[src/rtl/reg_write_arbiter.sv]
// Round-robin register-file write arbiter with a two-beat PCLINK (LR then PC) sequence.
module reg_write_arbiter #(
    parameter int unsigned NREQ         = 3,
    parameter int unsigned ALU_STATUS_W = 4
) (
    input  logic                       clk,
    input  logic                       rst_n,
    input  logic [NREQ-1:0]            req_valid,
    output logic [NREQ-1:0]            req_ready,
    input  logic [NREQ-1:0][3:0]       req_sel,
    input  logic [NREQ-1:0][1:0]       req_mask,
    input  logic [NREQ-1:0][31:0]      req_data,
    input  logic [31:0]                pc_cur,
    input  logic                       mode,
    output logic                       rf_we,
    output logic [3:0]                 rf_sel,
    output logic [31:0]                rf_data,
    output logic [31:0]                rf_wmask,
    output logic                       busy
);

    localparam int unsigned PTR_W  = (NREQ > 1) ? $clog2(NREQ) : 1;
    localparam int unsigned CAND_W = PTR_W + 1;

    // reg_e encoding: R0..R11 = 0..11, then the special targets
    localparam logic [3:0] SEL_STATUS = 4'd12;
    localparam logic [3:0] SEL_LR     = 4'd13;
    localparam logic [3:0] SEL_PC     = 4'd14;
    localparam logic [3:0] SEL_PCLINK = 4'd15;

    // cpu_mode_e: 1 = USER
    localparam logic MODE_USER = 1'b1;

    localparam logic [31:0] ALL_ONES          = 32'hFFFF_FFFF;
    localparam logic [31:0] STATUS_FIELD_MASK =
        32'(((64'd1 << ALU_STATUS_W) - 64'd1) << 2);

    typedef enum logic {
        IDLE = 1'b0,
        LINK = 1'b1
    } state_e;

    // reg_mask_e decode
    function automatic logic [31:0] mask_of(input logic [1:0] code);
        logic [31:0] m;
        case (code)
            2'd0:    m = 32'h0000_00FF;
            2'd1:    m = 32'h0000_FFFF;
            2'd2:    m = 32'h00FF_FFFF;
            default: m = 32'hFFFF_FFFF;
        endcase
        return m;
    endfunction

    state_e             state_q, state_d;
    logic [PTR_W-1:0]   ptr_q, ptr_d;
    logic               rf_we_q, rf_we_d;
    logic [3:0]         rf_sel_q, rf_sel_d;
    logic [31:0]        rf_data_q, rf_data_d;
    logic [31:0]        rf_wmask_q, rf_wmask_d;
    logic [31:0]        link_data_q, link_data_d;
    logic [31:0]        link_mask_q, link_mask_d;

    logic               gnt_any;
    logic [PTR_W-1:0]   gnt_idx;
    logic [CAND_W-1:0]  cand;
    logic [3:0]         gnt_sel;
    logic [31:0]        gnt_mask;
    logic [31:0]        gnt_data;

    // Round-robin search from ptr; no grants while the PC beat is pending
    always_comb begin
        gnt_any   = 1'b0;
        gnt_idx   = '0;
        cand      = '0;
        req_ready = '0;
        if (state_q == IDLE) begin
            for (int unsigned k = 0; k < NREQ; k++) begin
                cand = CAND_W'(ptr_q) + CAND_W'(k);
                if (cand >= CAND_W'(NREQ)) begin
                    cand = cand - CAND_W'(NREQ);
                end
                if (!gnt_any && req_valid[cand[PTR_W-1:0]]) begin
                    gnt_any = 1'b1;
                    gnt_idx = cand[PTR_W-1:0];
                end
            end
            if (gnt_any) begin
                req_ready[gnt_idx] = 1'b1;
            end
        end
    end

    // Payload of the granted requester only
    always_comb begin
        gnt_sel  = req_sel[gnt_idx];
        gnt_mask = mask_of(req_mask[gnt_idx]);
        gnt_data = req_data[gnt_idx] & mask_of(req_mask[gnt_idx]);
    end

    // Next-state and next-output computation
    always_comb begin
        state_d     = state_q;
        ptr_d       = ptr_q;
        rf_we_d     = 1'b0;
        rf_sel_d    = rf_sel_q;
        rf_data_d   = rf_data_q;
        rf_wmask_d  = rf_wmask_q;
        link_data_d = link_data_q;
        link_mask_d = link_mask_q;

        case (state_q)
            IDLE: begin
                if (gnt_any) begin
                    ptr_d = (gnt_idx == PTR_W'(NREQ - 1)) ? '0 : gnt_idx + PTR_W'(1);
                    rf_we_d = 1'b1;
                    if (gnt_sel == SEL_PCLINK) begin
                        rf_sel_d    = SEL_LR;
                        rf_data_d   = pc_cur;
                        rf_wmask_d  = ALL_ONES;
                        link_data_d = gnt_data;
                        link_mask_d = gnt_mask;
                        state_d     = LINK;
                    end else begin
                        rf_sel_d   = gnt_sel;
                        rf_data_d  = gnt_data;
                        rf_wmask_d = gnt_mask;
                        if (gnt_sel == SEL_STATUS && mode == MODE_USER) begin
                            rf_wmask_d = gnt_mask & STATUS_FIELD_MASK;
                        end
                    end
                end
            end
            LINK: begin
                rf_we_d    = 1'b1;
                rf_sel_d   = SEL_PC;
                rf_data_d  = link_data_q;
                rf_wmask_d = link_mask_q;
                state_d    = IDLE;
            end
            default: begin
                state_d = IDLE;
            end
        endcase
    end

    // State and output registers
    always_ff @(posedge clk or negedge rst_n) begin
        if (!rst_n) begin
            state_q     <= IDLE;
            ptr_q       <= '0;
            rf_we_q     <= 1'b0;
            rf_sel_q    <= '0;
            rf_data_q   <= '0;
            rf_wmask_q  <= '0;
            link_data_q <= '0;
            link_mask_q <= '0;
        end else begin
            state_q     <= state_d;
            ptr_q       <= ptr_d;
            rf_we_q     <= rf_we_d;
            rf_sel_q    <= rf_sel_d;
            rf_data_q   <= rf_data_d;
            rf_wmask_q  <= rf_wmask_d;
            link_data_q <= link_data_d;
            link_mask_q <= link_mask_d;
        end
    end

    assign rf_we    = rf_we_q;
    assign rf_sel   = rf_sel_q;
    assign rf_data  = rf_data_q;
    assign rf_wmask = rf_wmask_q;
    assign busy     = (state_q == LINK);

endmodule

[config.mk]
export PLATFORM = sky130hd
export DESIGN_NAME = reg_write_arbiter
export DESIGN_NICKNAME = d
export VERILOG_FILES = /design/src/rtl/reg_write_arbiter.sv
export SDC_FILE = /design/constraint.sdc
export NUM_CORES = 1
export LEC_CHECK = 0
export CAP_MARGIN = 40
export CORE_UTILIZATION = 39
export DETAILED_ROUTE_END_ITERATION = 10
export GPL_ROUTABILITY_DRIVEN = 0
export GPL_TIMING_DRIVEN = 1
export PLACE_DENSITY_LB_ADDON = 0.1
export SLEW_MARGIN = 0
export SYNTH_ARGS = -nofsm -noshare
export SYNTH_HDL_FRONTEND = slang
export SYNTH_SLANG_ARGS = --single-unit
[constraint.sdc]
create_clock -name clk -period 2.9 [get_ports clk]
set_input_delay 0.435 -clock clk [delete_from_list [all_inputs] [get_ports clk]]
set_output_delay 0.435 -clock clk [all_outputs]
set_load 0.02 [all_outputs]
==> results.txt <==
The count of clock tree sinks came out at 81. The count of buffering cells on the critical path with inverters included came out at 3. The number of nets at the end of the flow came out at 932.

The total via count after detailed routing is 5,414. The worst setup path is of the reg -> reg kind. During I/O placement, the number of pins put on the boundary was 225. The total half-perimeter wirelength after legalization and detailed placement came out at 12.17 mm. STA classifies the critical path endpoint as a flip-flop. The worst slack after detailed placement is -0.3572 ns. The pin count of the biggest net entering global routing is 50. The port buffer count is 224. Synthesis inferred 81 register bits.

The full die area is 13,770 sq um. The sum of negative setup slack came out at -3.143 ns. The maximum VDD drop is 0.4741 mV.

The aggregate global routing overflow came out at 0. The setup skew after layout came out at 0.005268 ns. The starting utilization of the core area is 40.61%. The growth of design area from synthesis to finish is 58.13%.

The number of global-route vias before repair came to 5,533. Setup repair after global routing could not meet its margin everywhere. The run finished, with violations left.

The number of slew-limit violations in the final report was 0. The DRC violations left is 0. The clock latency on the worst-skew pair came out at 0.34 ns.

The wire length of the first global-routing pass came out at 28.19 mm. Dividing the detail-routed via count by the number of cells gives 5.681. After synthesis, the share of flip-flops with an asynchronous set or reset is 100.0%. The area of the core came out at 12,770 sq um. Leaving out filler cells and counting taps, the final layout contains 953. The data required time at the worst endpoint came out at 3.12 ns. At the pin with the least slew margin, the transition time is 0.6186 ns. No sink is reached through more buffers than the 2 on the longest clock path. After synthesis the cells add up to 5187 sq um.

The average wire per cell in the routed design came out at 18.62 microns. The critical path data arrival time came out at 3.22 ns. The number of antenna diodes in the final layout is 0. In this run, synthesis inferred 0 flip-flops with an integrated enable.

The mean instance size in the synthesized netlist came out at 9.198 sq um. The ratio of final minimum period to clock period is 103.4%. The startpoint type of the worst setup path is a flip-flop.

On the critical path the largest part of the delay comes from compound AO/OA/AOI/OAI gates. Ranked by total cell area, the synthesized netlist is headed by sky130_fd_sc_hd__dfrtp_1 (39%), sky130_fd_sc_hd__a22oi_1 (4.8%), sky130_fd_sc_hd__buf_4 (4.2%). For this design, the slowest cell found on the critical path is sky130_fd_sc_hd__dfrtp_1. Based on the critical path, the design can be clocked at up to 0.3334 GHz.

The worst max-slew margin expressed relative to the limit is 58.76%. The number of CTS-inserted buffers is 9. The count of mapped cells out of synthesis is 564.

The row count came out at 41. From left edge to right edge, the die measures 117.3 microns. The number of failing hold endpoints at the final stage is 0. The y dimension of the die is 117.3 microns. The final reports fail on setup timing. The analysis attributes to cell leakage a power of 3.617 nW. The largest single stage delay on the critical path is 0.39 ns. For this design the ratio of total power to cell area is 1095 nW/um^2. The detailed-router iteration count before antenna repair came out at 6. The depth of the CTS H-tree is 3. The commonest cells after synthesis are sky130_fd_sc_hd__dfrtp_1 (81), sky130_fd_sc_hd__clkbuf_1 (42), sky130_fd_sc_hd__a21oi_1 (40). sky130_fd_sc_hd__dfrtp_1 takes more of the synthesized area than any other cell.

TritonCTS built the clock tree. The warning count from the yosys run came out at 0. The final critical-path required period came out at 2.999 ns. Counting the fill cells in the layout gives 1,062. The cell count after placement came out at 927. The number of antenna violations at the first check in global routing is 0. For this block, the initial DRC count from the detailed router was 334.

The number of antenna-violating nets in the routed design came out at 0. The number of nets produced by synthesis came out at 718. In the post-synthesis netlist, the cell with the most instances is sky130_fd_sc_hd__dfrtp_1. In this run the clock root is driven by a sky130_fd_sc_hd__clkbuf_16.

The final routed wirelength across all metal layers is 17.75 mm. Clock-pin slew was measured on the worst setup and hold paths at 0.06 ns. The count of final setup violators is 54. Of the cells placed in the final design, the portion with a size suffix greater than 1 is 14.47%. Global routing used 25.63% of the available tracks.

The critical path goes through inv_2 > ha_4 > or3b_1 > o31a_1 > a211oi_4 > o21ai_2 > a222oi_1 > buf_4 > nand3_4 > clkbuf_16 > mux2_1. Across all setup checks in the final design, the least slack found is -0.09928 ns. Of all nets on the critical path, the largest fanout is 7.

The area share of the largest cell type after synthesis is 39.07%. Across the run, the number of max-cap violations was 0. The share of synthesized area occupied by flip-flops and latches came out at 39.07%. The tightest min-delay check is of the in -> async type. For this run, the leading register cell type out of synthesis is sky130_fd_sc_hd__dfrtp_1. The count of distinct cell types in the synthesized netlist came out at 54.
[cells by family (layout without fill, tap and decap cells)]
logic type | after synthesis | count (layout) | synth area share [%]
AOI/OAI and AO/OA | 200 | 200 | 29.21
and+or+nand+nor | 134 | 134 | 12.93
buffers and inverters | 111 | 328 | 10.95
DFF | 81 | 81 | 39.07
muxes | 35 | 35 | 7.163
adders and majority gates | 3 | 3 | 0.6753
[sequential cells by signal (all words and copies together), names as in the netlist]
name / flops
link_mask_q: 4
rf_sel: 4
link_data_q: 32
rf_we: 1
rf_data: 32
ptr_q: 2
busy: 1
rf_wmask: 5
[placed cells by master (no fill, tap or decap), types with 3 or more instances in the layout]
master	instances
sky130_fd_sc_hd__nand4_1	16
sky130_fd_sc_hd__o31ai_1	8
sky130_fd_sc_hd__a22o_1	24
sky130_fd_sc_hd__o211ai_1	3
sky130_fd_sc_hd__buf_6	6
sky130_fd_sc_hd__nand3_1	21
sky130_fd_sc_hd__buf_12	7
sky130_fd_sc_hd__a41oi_1	8
sky130_fd_sc_hd__and3_1	17
sky130_fd_sc_hd__o21ai_0	18
sky130_fd_sc_hd__o2bb2ai_1	8
sky130_fd_sc_hd__a2111o_1	8
sky130_fd_sc_hd__a2111oi_1	3
sky130_fd_sc_hd__dfrtp_1	80
sky130_fd_sc_hd__buf_4	50
sky130_fd_sc_hd__a311o_1	8
sky130_fd_sc_hd__nor2_1	25
sky130_fd_sc_hd__a21oi_1	39
sky130_fd_sc_hd__a22oi_1	33
sky130_fd_sc_hd__mux2_4	13
sky130_fd_sc_hd__and2_1	6
sky130_fd_sc_hd__a21o_1	7
sky130_fd_sc_hd__clkbuf_16	10
sky130_fd_sc_hd__nand2_1	34
sky130_fd_sc_hd__mux2i_1	16
sky130_fd_sc_hd__inv_1	25
sky130_fd_sc_hd__mux2_1	4
sky130_fd_sc_hd__a2111oi_0	5
sky130_fd_sc_hd__nand2b_1	3
sky130_fd_sc_hd__a211o_1	9
sky130_fd_sc_hd__clkdlybuf4s50_1	221
[path summary, 6_finish.rpt]
path	startpoint	to	slack, ns	depth (start not counted)
setup / recovery	ptr_q[0]	link_data_q[11]	-0.1	11
hold / removal	rst_n	rf_sel[1]	0.11	1
setup reg to reg	ptr_q[0]	link_data_q[11]	-0.1	11
hold reg to reg	link_data_q[13]	link_data_q[13]	0.50	1
max in group asynchronous	rst_n	link_mask_q[23]	2.10	2
min in group clk	link_data_q[13]	link_data_q[13]	0.50	1
[cell type report]
cell class                      instances  area (sq um)  share of cell area [%]
Tap cell                              172         215.2                   2.624
Clock inverter                          3         42.54                  0.5186
Sequential cell                        81          2028                   24.73
Clock buffer                           11         242.7                   2.959
Timing Repair Buffer                  288          2849                   34.73
Multi-Input combinational cell        372          2728                   33.25
Inverter                               26         97.59                   1.190
[per-stage QoR]
stage	area (sq um)	util, %	hold slack (ns)	total power [W]
finish	8203	64.22	0.1059	0.008985
global route	8203	64.22	0.1557	0.009575
CTS	8075	63.22	0.1296	0.008806
detailed placement	7690	60.20	0.4819	0.007550
global placement	7690	60.20	0.4739	0.007439
floorplan	5200	-	0.1394	0.005405
[where the power goes]
group          leakage, nW  internal [W]  total (W)  switching (W)
Clock                0.137      0.000679    0.00111       0.000433
Sequential            1.00       0.00163    0.00194       0.000305
Combinational         2.48       0.00277    0.00593        0.00317
[timing repair]
action,CTS,global route
setup endpoints to repair,51,73
buffers inserted,11,1
hold buffers,0,0
resized for setup,7,29
endpoints found under the hold margin,0,0
cloned,0,2
pin swaps,3,6
[layer usage]
metal	GRT usage [%]	wire length [microns]	vias to the layer above	share of wire, %
met5	0	0	-	0
met4	9.253	442	0	2.5
met3	6.128	1300	33	7.3
met2	44.53	8685	237	49
met1	30.61	7315	2631	41
li1	-	-	2513	-
Note: power is estimated with default switching activity, not from simulation.
==> variant: new RTL, config.mk and constraints unchanged <==
Set the localparam `MODE_USER` to 1'b0 (it was 1'b1).
--- a/src/rtl/reg_write_arbiter.sv
+++ b/src/rtl/reg_write_arbiter.sv
@@ -29,7 +29,7 @@
     localparam logic [3:0] SEL_PCLINK = 4'd15;
 
     // cpu_mode_e: 1 = USER
-    localparam logic MODE_USER = 1'b1;
+    localparam logic MODE_USER = 1'b0;
 
     localparam logic [31:0] ALL_ONES          = 32'hFFFF_FFFF;
     localparam logic [31:0] STATUS_FIELD_MASK =
Check against the original RTL: not equivalent (a bounded check fails within 4 cycles, from zero or initial values and one cycle with rst_n low).
==> variant against the original RTL <==
- the run still ends with negative setup slack left
- sequential share of layout area decreased by 1.0 points
- cell area up 4.3%
- clock skew up 0.00073 ns
- count of clock-buffer cells in the layout is the same
- routed wire length grew 4.0%
- power is 9.7% higher
- non-clock buffer count is 13 higher
- area after synthesis down 0.65%
- sequential cell count is the same
- setup slack lost 0.030 ns
- highest routed layer unchanged
==> variant: results (changes against the original RTL) <==
DRT Wirelength: 18460 µm (+4.0%)
result of the run: complete, but fails checks
classification of the worst-slack hold path: primary input to async pin
drt via density: 5.797 (+2.0%)
library cell with the highest instance count after synthesis: sky130_fd_sc_hd__dfrtp_1
fraction of registers with async set/reset: 100.0% (unchanged)
net count after synthesis: 719 (+0.14%)
maximum level of the CTS H-tree: 3 (unchanged)
final worst setup slack: -0.1297 ns (-0.03040 ns)
synthesis warning total: 0 (unchanged)
total negative setup slack: -5.103 ns (-1.960 ns)
worst-case clock buffer depth: 2 (unchanged)
number of library cell types mapped by synthesis: 54 (unchanged)
Starting DRT DRC Count: 474 (+42%)
count of nets after finishing: 944 (+1.3%)
share of layout cells above drive strength 1: 18.36% (+3.9 points)
largest net degree at the start of global routing: 50 (unchanged)
reported leakage power: 3.632 nW (+0.40%)
buffer cell driving the clock tree root: sky130_fd_sc_hd__clkbuf_16
leading cell types by total area after synthesis: sky130_fd_sc_hd__dfrtp_1 (39%), sky130_fd_sc_hd__a22oi_1 (4.8%), sky130_fd_sc_hd__a21oi_1 (4.7%)
measured slew at the worst slew-check pin: 0.5911 ns (-0.02754 ns)
Final Skew: 0.005996 ns (+0.0007274 ns)
first-pass GRT wire length: 28430 µm (+0.83%)
TritonCTS Buffers: 9 (unchanged)
number of diodes: 0 (unchanged)
biggest cell delay along the critical path: 0.45 ns (+0.06 ns)
port bufs: 224 (unchanged)
count of fill cells added during filler insertion: 985 (-7.3%)
maximum net fanout on the critical path: 9 (+2)
slowest CP cell: sky130_fd_sc_hd__dfrtp_2
vias in the first global route: 5508 (-0.45%)
setup slack after placement: -0.3768 ns (-0.01961 ns)
share of the yosys chip area belonging to registers: 39.33% (+0.26 points)
synth cell count leaders: sky130_fd_sc_hd__dfrtp_1 (81), sky130_fd_sc_hd__a21oi_1 (48), sky130_fd_sc_hd__clkbuf_1 (41), sky130_fd_sc_hd__nand2_1 (35), sky130_fd_sc_hd__a22oi_1 (33)
CP arrival: 3.24 ns (+0.02 ns)
final setup violation count: 70 (+30%)
clock insertion delay at the later pin of the skew report: 0.34 ns (about the same)
clock edge transition at the registers on the reported setup and hold paths: 0.06 ns (about the same)
Tot GR Track Use: 27.25% (+1.6 points)
violated checks: negative setup slack
antenna violations before repair: 0 (unchanged)
worst supply voltage drop on vdd: 512.5 µV (+8.1%)
DP HPWL: 12180 µm (about the same)
Initial DRT Pass Iterations: 5 (-1)
variant: cell types whose count changed after synthesis, moves of 3 or more:
cell	change
sky130_fd_sc_hd__inv_1	-12
sky130_fd_sc_hd__mux2i_1	-10
sky130_fd_sc_hd__a21oi_1	+8
sky130_fd_sc_hd__buf_4	+3
sky130_fd_sc_hd__a31oi_1	+11
sky130_fd_sc_hd__o21ai_0	+3
variant: power by group:
part           switching [W]  internal [W]  leakage, nW
Sequential          0.000321       0.00165         1.01
Combinational        0.00347       0.00316         2.46
Clock               0.000455      0.000798        0.162
Total                0.00425       0.00561         3.63
variant: critical path: cells and delay by family, from the launching register on:
kind	cells	cell delay (ns)
AO/OA/AOI/OAI	6	1.33
adder cells (fa/ha/maj)	1	0.22
buffers and inverters	4	0.54
flip-flops	1	0.45
AND/OR/NAND/NOR	1	0.36
variant: path summary, 6_finish.rpt:
path                       slack [ns]  cells after the start         endpoint      startpoint
min in group clk                 0.48                      1   link_mask_q[7]  link_mask_q[7]
min                              0.09                      1      rf_data[29]           rst_n
max in group asynchronous        2.06                      2  link_data_q[18]           rst_n
min reg2reg                      0.48                      1   link_mask_q[7]  link_mask_q[7]
max                             -0.13                     12      rf_data[12]        ptr_q[0]
max reg2reg                     -0.13                     12      rf_data[12]        ptr_q[0]
variant: cell type report:
cell class	instances	area share, %
inverter	14	0.6141
clock buffer	11	2.954
clock inverter	5	0.9066
timing repair buffer	301	35.88
tap	172	2.515
multi-input combinational	383	33.41
sequential	81	23.72
variant: timing repair:
item | in CTS | in global routing
gates resized for setup | 50 | 32
gates cloned | 1 | 4
buffers inserted | 13 | 3
pin swaps | 4 | 12
endpoints found under the setup margin | 73 | 74
variant: kinds of logic (layout without fill, tap and decap cells):
family          after synthesis  count (layout)  share of synthesized area (%)
compound gates              222             222                          31.61
simple gates                133             133                          12.75
buf+inv                     101             331                          10.37
flops                        81              81                          39.33
mux                          25              25                          5.268
fa+ha+maj                     3               3                         0.6797
variant: routing by layer:
layer / up-vias / global-route usage, % / wire length [µm]
li1: 2580 / - / -
met1: 2710 / 33.82 / 7346
met2: 282 / 48.84 / 9352
met3: 34 / 4.377 / 1381
met4: 0 / 7.848 / 376
met5: - / 0 / 0
variant: per-stage QoR:
step | instances | hold slack [ns] | area, µm² | total power [W] | util (%)
finish | 967 | 0.08987 | 8557 | 0.009860 | 66.99
global route | 967 | 0.1239 | 8557 | 0.01050 | 66.99
CTS | 960 | 0.1053 | 8324 | 0.009526 | 65.17
detailed placement | 930 | 0.4640 | 7702 | 0.007775 | 60.30
global placement | 930 | 0.4582 | 7702 | 0.007649 | 60.30
floorplan | 565 | 0.1394 | 5154 | 0.005440 | -
